--- src/rtl/cam_frame_ctrl.sv ---
// cam_frame_ctrl
// Write-side controller for the dual-port frame buffer. Consumes the OV7670
// byte stream (vsync/href/px_data, RGB565, high byte first), packs each byte
// pair into one RGB332 pixel and writes an H_PIX x V_LINES frame into the
// buffer at address row*H_PIX + col.
//
// Ports
//   clk          camera pixel clock, all logic on the rising edge
//   rst          synchronous reset, active high
//   start        one-cycle pulse, arms a capture from IDLE
//   cont         1 = re-arm after each frame (sampled at frame end)
//   vsync        camera vsync, high = vertical blanking
//   href         camera href, high = valid bytes on px_data
//   px_data      camera byte
//   mem_px_addr  buffer write address (held between writes)
//   mem_px_data  RGB332 pixel (held between writes)
//   px_wr        buffer write strobe, one cycle per stored pixel
//   busy         high while ARMED or FRAME
//   frame_done   one-cycle pulse when a captured frame ends
//   err_short    sticky: a stored line had fewer than H_PIX pixels;
//                cleared by the next start
module cam_frame_ctrl #(
    parameter int AW      = 15,
    parameter int DW      = 8,    // RGB332 only; must stay 8
    parameter int H_PIX   = 160,
    parameter int V_LINES = 120
) (
    input  logic          clk,
    input  logic          rst,
    input  logic          start,
    input  logic          cont,
    input  logic          vsync,
    input  logic          href,
    input  logic [7:0]    px_data,
    output logic [AW-1:0] mem_px_addr,
    output logic [DW-1:0] mem_px_data,
    output logic          px_wr,
    output logic          busy,
    output logic          frame_done,
    output logic          err_short
);

    // col counts up to and saturates at H_PIX, row up to V_LINES.
    localparam int CW = $clog2(H_PIX + 1);
    localparam int RW = $clog2(V_LINES + 1);

    localparam logic [CW-1:0] H_MAX  = CW'(H_PIX);
    localparam logic [RW-1:0] V_MAX  = RW'(V_LINES);
    localparam logic [AW-1:0] H_STEP = AW'(H_PIX);

    typedef enum logic [1:0] {
        IDLE  = 2'd0,
        ARMED = 2'd1,
        FRAME = 2'd2
    } state_t;

    state_t        state, state_nx;
    logic          vsync_q, href_q;
    logic          vs_fall, vs_rise, href_fall;
    logic [CW-1:0] col;
    logic [RW-1:0] row;
    logic [AW-1:0] base;
    logic          phase;      // 0: expecting high byte, 1: expecting low byte
    logic [7:0]    hi;

    // FSM strobes
    logic          arm;        // IDLE -> ARMED
    logic          frame_go;   // ARMED -> FRAME
    logic          frame_end;  // FRAME -> ARMED/IDLE
    logic          in_line;    // FRAME and the frame is not ending this cycle
    logic          can_store;

    assign vs_fall   = vsync_q & ~vsync;
    assign vs_rise   = ~vsync_q & vsync;
    assign href_fall = href_q & ~href;
    assign busy      = (state != IDLE);

    // vsync rising ends the frame outright, so it takes priority over any
    // byte or line-end activity in the same cycle: a partial line is neither
    // counted nor flagged as short.
    assign in_line   = (state == FRAME) && !vs_rise;
    assign can_store = (col < H_MAX) && (row < V_MAX);

    always_comb begin
        state_nx  = state;
        arm       = 1'b0;
        frame_go  = 1'b0;
        frame_end = 1'b0;
        case (state)
            IDLE: begin
                // A vs_fall coinciding with start only arms; capture waits
                // for the next full frame.
                if (start) begin
                    state_nx = ARMED;
                    arm      = 1'b1;
                end
            end
            ARMED: begin
                if (vs_fall) begin
                    state_nx = FRAME;
                    frame_go = 1'b1;
                end
            end
            FRAME: begin
                if (vs_rise) begin
                    frame_end = 1'b1;
                    state_nx  = cont ? ARMED : IDLE;
                end
            end
            default: state_nx = IDLE;
        endcase
    end

    always_ff @(posedge clk) begin
        if (rst) begin
            state       <= IDLE;
            vsync_q     <= 1'b1;
            href_q      <= 1'b0;
            col         <= '0;
            row         <= '0;
            base        <= '0;
            phase       <= 1'b0;
            hi          <= '0;
            mem_px_addr <= '0;
            mem_px_data <= '0;
            px_wr       <= 1'b0;
            frame_done  <= 1'b0;
            err_short   <= 1'b0;
        end else begin
            state      <= state_nx;
            vsync_q    <= vsync;
            href_q     <= href;
            px_wr      <= 1'b0;
            frame_done <= frame_end;

            if (arm)
                err_short <= 1'b0;

            if (frame_go) begin
                col   <= '0;
                row   <= '0;
                base  <= '0;
                phase <= 1'b0;
            end else if (in_line) begin
                if (href) begin
                    if (!phase) begin
                        hi    <= px_data;
                        phase <= 1'b1;
                    end else begin
                        phase <= 1'b0;
                        // Pixels past H_PIX and lines past V_LINES are clipped.
                        if (can_store) begin
                            mem_px_data <= {hi[7:5], hi[2:0], px_data[4:3]};
                            mem_px_addr <= base + AW'(col);
                            px_wr       <= 1'b1;
                            col         <= col + 1'b1;
                        end
                    end
                end else if (href_fall) begin
                    // Only lines that stored at least one pixel consume a row.
                    if (col != '0 && row < V_MAX) begin
                        if (col < H_MAX)
                            err_short <= 1'b1;
                        row  <= row + 1'b1;
                        base <= base + H_STEP;
                    end
                    // An unpaired trailing byte is dropped here.
                    col   <= '0;
                    phase <= 1'b0;
                end
            end
        end
    end

endmodule

--- config.mk ---
export PLATFORM = sky130hd
export DESIGN_NAME = cam_frame_ctrl
export DESIGN_NICKNAME = d
export VERILOG_FILES = /design/src/rtl/cam_frame_ctrl.sv
export SDC_FILE = /design/constraint.sdc
export NUM_CORES = 1
export LEC_CHECK = 0
export ABC_AREA = 1
export CORE_UTILIZATION = 51
export CTS_BUF_LIST = sky130_fd_sc_hd__clkbuf_2 sky130_fd_sc_hd__clkbuf_4 sky130_fd_sc_hd__clkbuf_8
export CTS_CLUSTER_DIAMETER = 120
export DETAILED_ROUTE_END_ITERATION = 16
export HOLD_SLACK_MARGIN = 0.15
export PLACE_DENSITY = 0.74
export SLEW_MARGIN = 10
export SYNTH_ARGS = -nofsm -noshare
export SYNTH_HDL_FRONTEND = slang
export SYNTH_SLANG_ARGS = --single-unit
--- constraint.sdc ---
create_clock -name clk -period 1.8 [get_ports clk]
set_clock_uncertainty 0.15 [all_clocks]
set_input_delay 0.36 -clock clk [delete_from_list [all_inputs] [get_ports clk]]
set_output_delay 0.36 -clock clk [all_outputs]
set_load 0.005 [all_outputs]
==> reports/results.ini, run 1 <==
[timing]
final_max_slew_viol_count=0
worst_slew_pin_slew_ns=0.336
rsz0062_at_grt=yes
hold_viol_final=0
holdWs_ns=0.313
setup_viol=0
slew_headroom=0.774
layout_worst_path_cycle_share=0.955
fin_crit_ns=1.72
totalNegativeSetupSlack_ns=0
maxClockFrequency_mhz=581

[power_and_ir_drop]
ir_worst_vdd_uv=529
leakage_power_figure_nw=1.54
totalPowerFinal_mw=2.61
power_per_cell_area_mw_per_mm2=683

[final_layout]
area_delta_synth_final_pct=30.9
fillCellCount=434
num-nets-final=494
antenna_diode_count=0
layout-drive-gt1-share=0.153
utilization=0.696
final_cell_count_no_fill=549

[logic_synthesis]
netlist-cell-type-count=30
post_synth_instance_area_mm2=0.00293
synth.yosys.warnings=0
synth_top_area_cell=dfxtp_1
synthCells=403
synth.yosys.seq_area_share=0.424
synth.net_count=425
avgSynthCellArea_um2=7.26
synth_area_leaders=dfxtp_1 (42%), nand2_1 (12%), a21oi_1 (7.2%)
synth_top_area_frac=0.424
synth.ff_latch_count=62

[placement]
number_of_port_buffers=40
gp_congestion=0.875
dpl.hpwl_mm=4.89
placed_cells=532

[critical_path]
worstSetupPathDepth=9
timing.rr.start=col[5]
critPathLaunchType=input pin
worst_path_largest_cell_delay_ns=0.50
path_delay_family=buffers and inverters
worst_ep_required_time_ns=1.91
endpoint_kind=register
critical_path.slowest_cell=clkdlybuf4s50_1
criticalPathCategory=input pin to register
worst_ep_arrival_ns=1.83
worstSetupStartpoint=href
cp_max_fo=7
path_common_cell=nand2_1
r2r_cells=8
worst-path-buf-inv=3
timing.critical_path.cells=clkdlybuf4s50_1 > inv_2 > nand2_1 > nor2_4 > nand2_2 > nor2_8 > buf_4 > nand2_1 > a21oi_1

[global_route]
vias_in_the_first_global_route=2438
antenna_found_initial=0
grt_first_pass_wirelength_mm=11.1
routing_usage_on_met1=0.328
grt_start_max_net_pins=24
global_route.usage.met3=0.0388
grt_most_used_layer=met2
all_layer_gr_usage=0.236
fraction_of_met2_tracks_used_by_global_routing=0.360
gr_overflow_total=0

[detailed_routing]
drtAntennaViolNets=0
dr_total_vias=2805
post_drt_wl_per_cell_um=12.3
dr.pass1.iters=4
route.final.wire_length_mm=6.75
detail_route.iter0.violations=177
remaining_drc_errors=0
viasPerCell=5.11

[cts]
number_of_buffers_added_by_the_clock_tree_synthesis_step=9
htree_levels=3
clock_tree.root_cell=clkbuf_8
clock_path_buffers=2
tritoncts=built
clock_pin_transition_on_the_worst_setup_and_hold_timing_paths_ns=0.07
worstSkewPairLatency_ns=0.33
cts.sinks=62

[flow_run]
timing.max_cap.violations=0

[floorplanning]
die_h_um=77.8
rows=27
floorplan.core_area_mm2=0.00551
dieWidth_um=77.8
boundaryPins=41
initial_utilization=0.531
die_area_mm2=0.00605

[worst_hold_path]
timing.hold.worst.start=hi[0]
holdCritPathClass=register to register
hold_depth=2

[outcome]
outcome=finished clean

path summary, 6_finish.rpt:
path	end	slack [ns]
max	base[8]	0.08
min	hi[0]	0.31
min reg2reg	hi[0]	0.31
max reg2reg	mem_px_addr[11]	0.08
sequential cells by signal (all words and copies together) (netlist names):
signal,cells
mem_px_data,8
err_short,1
col,8
state,2
mem_px_addr,15
vsync_q,1
phase,1
px_wr,1
base,10
frame_done,1
href_q,1
hi,6
row,7
layout by cell type (no fill, tap or decap), types with 11 or more instances in the layout:
cell type | Yosys | final
a21oi_1 | 42 | 41
buf_4 | 1 | 30
clkdlybuf4s50_1 | 0 | 39
dfxtp_1 | 62 | 58
inv_1 | 31 | 31
nand2_1 | 97 | 96
nand3_1 | 21 | 21
nor2_1 | 50 | 49
o21ai_0 | 21 | 20
xor2_1 | 11 | 11
cell usage after synthesis, drive strengths merged:
cell     n
a21boi   1
a21oi   42
buf      9
clkbuf   5
dfxtp   62
fa       1
ha       7
inv     37
nand2   99
nand3   22
nand4    8
nor2    56
nor3     3
nor4     1
o211ai   3
o21ai   29
xnor2    7
xor2    11
cell type report:
class	count	area [um^2]	area share
clock buffer	10	138	0.0359
tap	72	90.1	0.0235
inverter	37	141	0.0369
multi-input combinational	290	1510	0.394
timing repair buffer	72	664	0.173
sequential	62	1250	0.326
clock inverter	6	37.5	0.00980
where the power goes:
group	switching, mW	internal (mW)
Clock	0.538	0.528
Sequential	0.00769	1.38
Combinational	0.0854	0.0728
Total	0.631	1.98
per-layer routing:
| layer | vias to the layer above | routed length (um) |
|---|---|---|
| li1 | 1447 | - |
| met1 | 1275 | 3330 |
| met2 | 73 | 2990 |
| met3 | 10 | 330 |
| met4 | 0 | 93 |
| met5 | - | 0 |
kinds of logic (layout without fill, tap and decap cells):
logic type / count (synthesis) / in the layout / share of synthesized area
flops: 62 / 62 / 0.424
fa+ha+maj: 8 / 8 / 0.0368
simple gates: 189 / 189 / 0.279
compound gates: 75 / 75 / 0.132
buf+inv: 51 / 125 / 0.0744
xor+xnor: 18 / 18 / 0.0539
worst min-delay path, cell delays in order, from the launching register on:
cell	delay (ns)
dfxtp_1	0.31
nand2_1	0.06
a21oi_1	0.05
what timing repair did:
action,CTS,global route
hold buffers,0,0
endpoints found under the setup margin,3,13
resized for setup,7,8
buffers inserted,1,0
pin swaps,1,6
metrics by stage:
| stage | setup WS [ns] | instance area, um^2 |
|---|---|---|
| finish | 0.0802 | 3830 |
| global route | -0.0196 | 3830 |
| CTS | 0.0110 | 3800 |
| detailed placement | -0.193 | 3600 |
| global placement | -0.161 | 3600 |
| floorplan | 0.0283 | 2930 |
Power figures use the tool's default switching activity.
==> run 2, diff against run 1 <==
Settings changed: SLEW_MARGIN 10 to 20.
==> results of run 2 <==
No change in the layout: final DEF, timing and power equal those of run 1.
==> run 3, diff against run 2 <==
Settings changed: GPL_ROUTABILITY_DRIVEN set to 1.
==> results of run 3 <==
No change in the layout: final DEF, timing and power equal those of run 1.
